==> config.mk <==
export PLATFORM = sky130hd
export DESIGN_NAME = conv_column_feeder_flat
export DESIGN_NICKNAME = d
export VERILOG_FILES = /design/src/rtl/conv_column_feeder_if.sv /design/src/rtl/conv_column_feeder.sv /design/src/flat_wrapper.sv
export SDC_FILE = /design/constraint.sdc
export NUM_CORES = 1
export LEC_CHECK = 0
export BUFFER_PORTS_ARGS = -buffer_cell sky130_fd_sc_hd__buf_2
export CAP_MARGIN = 20
export CORE_ASPECT_RATIO = 1.4
export CORE_MARGIN = 2
export CORE_UTILIZATION = 30
export DETAILED_ROUTE_END_ITERATION = 7
export GPL_TIMING_DRIVEN = 0
export HOLD_SLACK_MARGIN = 0.15
export RECOVER_POWER = 100
export SLEW_MARGIN = 20
export SYNTH_ARGS = -nofsm -noshare
export SYNTH_HDL_FRONTEND = slang
export SYNTH_SLANG_ARGS = --single-unit
==> constraint.sdc <==
create_clock -name clk -period 6 [get_ports clk]
set_input_delay 1.2 -clock clk [delete_from_list [all_inputs] [get_ports clk]]
set_output_delay 1.2 -clock clk [all_outputs]
set_load 0.02 [all_outputs]
==> src/rtl/conv_column_feeder_if.sv <==
// Pixel-stream in / column-stream out bundle for conv_column_feeder.
// Master is the pixel source, slave is the feeder.
interface conv_column_feeder_if #(
  parameter int IMG_W = 28,
  parameter int IMG_H = 28,
  parameter int PIX_W = 16
);
  localparam int CW = $clog2(IMG_W);
  localparam int RW = $clog2(IMG_H);

  logic [PIX_W-1:0]   pix_in;
  logic               pix_valid;
  logic               sof;
  logic [3*PIX_W-1:0] col_out;
  logic               col_valid;
  logic               pool_sel;
  logic [CW-1:0]      col_idx;
  logic [RW-1:0]      row_idx;
  logic               frame_done;

  modport master (
    output pix_in, pix_valid, sof,
    input  col_out, col_valid, pool_sel,
    input  col_idx, row_idx, frame_done
  );

  modport slave (
    input  pix_in, pix_valid, sof,
    output col_out, col_valid, pool_sel,
    output col_idx, row_idx, frame_done
  );
endinterface

==> src/rtl/conv_column_feeder.sv <==
// Raster pixel stream to 3-row vertical columns.
// Two line buffers hold rows r-1 and r-2.
module conv_column_feeder #(
  parameter int IMG_W = 28,
  parameter int IMG_H = 28,
  parameter int PIX_W = 16
) (
  input logic clk,
  input logic rst,
  conv_column_feeder_if.slave bus
);
  localparam int CW = $clog2(IMG_W);
  localparam int RW = $clog2(IMG_H);
  localparam logic [CW-1:0] C_LAST = CW'(IMG_W - 1);
  localparam logic [RW-1:0] R_LAST = RW'(IMG_H - 1);
  localparam logic [RW-1:0] R_TWO  = RW'(2);

  logic [CW-1:0] c, c_cur, c_nxt;
  logic [RW-1:0] r, r_cur, r_nxt;
  logic          c_wrap;
  logic          primed;

  logic [PIX_W-1:0] lb0 [IMG_W];
  logic [PIX_W-1:0] lb1 [IMG_W];
  logic [PIX_W-1:0] lb0_rd, lb1_rd;

  // Effective position: sof forces (0,0) for its pixel.
  always_comb begin
    c_cur  = bus.sof ? '0 : c;
    r_cur  = bus.sof ? '0 : r;
    c_wrap = (c_cur == C_LAST);
    c_nxt  = c_wrap ? '0 : c_cur + 1'b1;
    r_nxt  = r_cur;
    if (c_wrap)
      r_nxt = (r_cur == R_LAST) ? '0 : r_cur + 1'b1;
    primed = (r_cur >= R_TWO);
    lb0_rd = lb0[c_cur];
    lb1_rd = lb1[c_cur];
  end

  // Position counters advance on every accepted pixel.
  always_ff @(posedge clk or posedge rst) begin
    if (rst) begin
      c <= '0;
      r <= '0;
    end else if (bus.pix_valid) begin
      c <= c_nxt;
      r <= r_nxt;
    end
  end

  // Line buffers shift down one row per column; not reset.
  always_ff @(posedge clk) begin
    if (bus.pix_valid) begin
      lb1[c_cur] <= lb0_rd;
      lb0[c_cur] <= bus.pix_in;
    end
  end

  // Column register; data holds across gaps, strobes drop.
  always_ff @(posedge clk or posedge rst) begin
    if (rst) begin
      bus.col_out    <= '0;
      bus.col_valid  <= 1'b0;
      bus.pool_sel   <= 1'b0;
      bus.col_idx    <= '0;
      bus.row_idx    <= '0;
      bus.frame_done <= 1'b0;
    end else if (bus.pix_valid) begin
      bus.col_out    <= {lb1_rd, lb0_rd, bus.pix_in};
      bus.col_valid  <= primed;
      bus.pool_sel   <= primed & c_cur[0];
      bus.col_idx    <= c_cur;
      bus.row_idx    <= r_cur;
      bus.frame_done <= (r_cur == R_LAST) & c_wrap;
    end else begin
      bus.col_valid  <= 1'b0;
      bus.pool_sel   <= 1'b0;
      bus.frame_done <= 1'b0;
    end
  end
endmodule

==> src/flat_wrapper.sv <==
// flat-port wrapper written by rule: the top's interface ports become plain ports
module conv_column_feeder_flat 
#(
  parameter int IMG_W = 28,
  parameter int IMG_H = 28,
  parameter int PIX_W = 16
)
  (clk, rst, bus_pix_in, bus_pix_valid, bus_sof, bus_col_out, bus_col_valid, bus_pool_sel, bus_col_idx, bus_row_idx, bus_frame_done);
  conv_column_feeder_if #(.IMG_W(IMG_W), .IMG_H(IMG_H), .PIX_W(PIX_W)) bus_i ();
  input logic clk;
  input logic rst;
  input wire logic [$bits(bus_i.pix_in)-1:0] bus_pix_in;
  input wire logic [$bits(bus_i.pix_valid)-1:0] bus_pix_valid;
  input wire logic [$bits(bus_i.sof)-1:0] bus_sof;
  output wire logic [$bits(bus_i.col_out)-1:0] bus_col_out;
  output wire logic [$bits(bus_i.col_valid)-1:0] bus_col_valid;
  output wire logic [$bits(bus_i.pool_sel)-1:0] bus_pool_sel;
  output wire logic [$bits(bus_i.col_idx)-1:0] bus_col_idx;
  output wire logic [$bits(bus_i.row_idx)-1:0] bus_row_idx;
  output wire logic [$bits(bus_i.frame_done)-1:0] bus_frame_done;
  assign bus_i.pix_in = bus_pix_in;
  assign bus_i.pix_valid = bus_pix_valid;
  assign bus_i.sof = bus_sof;
  assign bus_col_out = bus_i.col_out;
  assign bus_col_valid = bus_i.col_valid;
  assign bus_pool_sel = bus_i.pool_sel;
  assign bus_col_idx = bus_i.col_idx;
  assign bus_row_idx = bus_i.row_idx;
  assign bus_frame_done = bus_i.frame_done;
  conv_column_feeder #(.IMG_W(IMG_W), .IMG_H(IMG_H), .PIX_W(PIX_W)) u_core (.clk(clk), .rst(rst), .bus(bus_i));
endmodule
==> out/summary.txt <==
Main synth FF type = edfxtp_1
DR DRC count = 0
Tot GR Track Use = 0.168
Reg2Reg Depth = 10
Congestion Overflow GR = 0
CP Max Fanout = 28
Fillers = 11,800
First-pass GRT wire length = 156,000 um
Crit path top cell by count = clkbuf_1
Hold Buf Count CTS = 0
Ys Warns = 0
First-pass DRT Iterations = 6
Clock Sinks = 967
Period minus WS final = 5.26 ns
CP bufs+invs = 3
Via count = 21,700
Post-CTS setup buffer count = 0
Crit path capture type = flop
Share of cells above drive strength 1 = 0.131
Slowest stage delay, CP = 1.20 ns
WHS Path Cells = 1
Clock-pin slew on the worst setup and hold paths = 0.06 ns
Clk_lat worst skew = 0.67 ns
CTS tree = done
Port Buf Inserts = 78
Placed standard-cell area = 41,500 sq um
Crit path max-delay family = buffers and inverters
Peak VDD IR = 0.249 mV
H-tree depth = 3
Syn nets = 2,277
Largest net degree at the start of global routing = 37
Mapped Cells = 2,253
Crit Path Category = input pin to flop
Bufs on Longest Clock Path = 3
NumNets Final = 2,481
Failing checks = max-capacitance violations, max-slew violations
Final setup viols = 0
Vias per inst = 5.22
Post-route setup slack = 0.742 ns
# rows = 154
Most frequent cells in the layout = 896 x edfxtp_1, 235 x mux2i_1, 172 x clkbuf_1
Hold Crit Class = flop to flop
RSZ-0062 raised after global routing = no
Worst path required time = 6.23 ns
Die width = 305 um
Initial antenna violation count = 5
Final Non-Filler Cells = 4,165
Status = finished with violations
Clock buffer count from CTS = 84
Worst path arrival time = 5.49 ns
P per Cell Area = 343 nW/um^2
Post-route antenna net violation count = 0
CP Cell Sequence = clkbuf_1 -> clkbuf_1 -> o21bai_1 -> clkbuf_1 -> nand2_1 -> a211oi_1 -> a211oi_1 -> nand2_1
Starting DRT DRC Count = 2,089
Mapped Area = 38,000 sq um
Leakage = 14.5 nW
Synthesis-to-layout area growth = 15.7%
Dpl hpwl = 76,800 um
Commonest non-fill, non-tap cell in the layout = edfxtp_1
Resized cells post-CTS = 0
Die area = 130,000 sq um
Number of I/O pins = 81
Root Driver = clkbuf_16
Hold Vio Cnt, Final = 0
Setup Skew = 0.0247 ns
Max-cap check violation count = 15
Period utilisation layout = 0.876
Core area = 126,000 sq um
Cell depth of the worst setup path = 8
Final GP Congestion = 0.891
Final WL = 111,000 um
Fin area = 44,000 sq um
Worst Max-Slew Pin Slew = 2.38 ns
Pre-CTS WS = 0.946 ns
Post-synth EDFFs = 896
Vias in the first global route = 21,800
Fmax achieved = 190 MHz
Die span in y = 425 um
WL/cell = 26.6 um
Max-slew violations = 336
Startpoint Class = input pin
Critical-path top delay cell = nand2_1
Syn Area/Cell = 16.9 sq um
Yosys cell types = 64
Setup TNS = 0 ns
Register area share after synthesis = 0.754
Ys async rst share = 0.0734
Initial Util = 0.302
Dpl cells = 4,009
Slew margin rel. = -0.584
Yosys reg bits = 967
metrics by stage:
step | hold slack [ns] | util | total power, W
2_1_floorplan | 0.454 | - | 0.00887
3_3_place_gp | 0.472 | 0.322 | 0.00970
3_5_place_dp | 0.485 | 0.330 | 0.00975
4_1_cts | 0.496 | 0.352 | 0.0152
5_1_grt | 0.529 | 0.350 | 0.0155
6_report | 0.491 | 0.350 | 0.0151
per-layer routing:
layer  vias to the layer above  track usage  share of wire
li1                       9470            -              -
met1                     11100        0.192           0.37
met2                       870        0.300           0.51
met3                       261       0.0227          0.058
met4                         0       0.0957          0.061
met5                         -            0              0
worst reg2reg max path, stage by stage (launching register included):
cell and delay (ns):
dfrtp_1 0.34, buf_4 0.23, nand2b_1 0.14, inv_1 0.28, clkbuf_1 0.54, clkbuf_1 0.73
ha_1 0.28, nand2_1 0.32, nor3_1 0.93, buf_4 0.34, buf_4 0.22
report_power, final:
group	internal, W	switching (W)	leakage, nW
registers	0.00771	0.0000774	8.94
logic	0.000441	0.00137	4.20
clock network	0.00309	0.00241	1.35
layout make-up:
class / instances / area [sq um] / area share
flip-flops and latches: 967 / 28700 / 0.652
multi-input cells: 1111 / 8500 / 0.193
clock buffers: 114 / 2350 / 0.0534
well taps: 1638 / 2050 / 0.0466
repair buffers: 118 / 1010 / 0.0231
plain buffers: 164 / 965 / 0.0219
clock inverters: 40 / 403 / 0.00915
inverters: 11 / 42.5 / 0.000967
diodes: 2 / 5.00 / 0.000114
cell families after synthesis:
group                    count (synthesis)  share of synthesized area
adder cells (fa/ha/maj)                  4                    0.00132
flip-flops                             967                      0.754
AO/OA/AOI/OAI                          505                     0.0991
buffers and inverters                  175                     0.0269
multiplexers                           278                     0.0766
AND/OR/NAND/NOR                        324                     0.0421
cells in the mapped netlist (6+ instances only):
master,instances,area share
o21ai_0,15,0.0020
a221o_1,15,0.0039
o22ai_1,63,0.010
nor2b_1,53,0.0087
buf_6,22,0.0065
dfrtp_1,71,0.047
a221oi_1,76,0.017
a22oi_1,34,0.0067
a22o_1,17,0.0039
a21oi_1,21,0.0028
a31oi_1,34,0.0056
a32oi_1,16,0.0037
and2_1,16,0.0026
mux2i_1,235,0.062
a21o_1,15,0.0030
mux2_4,15,0.0059
clkbuf_1,56,0.0055
o21ai_1,11,0.0014
nor4_1,16,0.0026
buf_2,54,0.0071
buf_4,28,0.0055
nand3_1,17,0.0022
edfxtp_1,896,0.71
a211oi_1,170,0.034
nor3_1,21,0.0028
inv_1,6,0.00059
nor2_1,61,0.0060
nand2_1,119,0.012
mux2_2,25,0.0074
worst paths after layout:
| kind | end | slack (ns) | start |
|---|---|---|---|
| worst min-delay path | u_core.r[4]$_DFFE_PP0P_ | 0.49 | u_core.r[4]$_DFFE_PP0P_ |
| worst max register to register | u_core.lb1[26][10]$_DFFE_PP_ | 1.34 | u_core.c[1]$_DFFE_PP0P_ |
| worst min register to register | u_core.r[4]$_DFFE_PP0P_ | 0.49 | u_core.r[4]$_DFFE_PP0P_ |
| max in group asynchronous | u_core.bus.col_idx[2]$_DFFE_PP0P_ | 2.09 | rst |
| min in group asynchronous | u_core.bus.col_out[1]$_DFFE_PP0P_ | 0.99 | rst |
| worst max-delay path | u_core.lb1[19][14]$_DFFE_PP_ | 0.74 | bus_sof |
registers in the layout (all words and copies together) (netlist names):
register	cells
u_core.lb0	448
u_core.bus.pool_sel	1
u_core.bus.col_idx	5
u_core.bus.col_out	48
u_core.r	5
u_core.bus.frame_done	1
u_core.bus.col_valid	1
u_core.lb1	448
u_core.c	5
u_core.bus.row_idx	5
No activity file was read; power rests on OpenSTA's default activity.
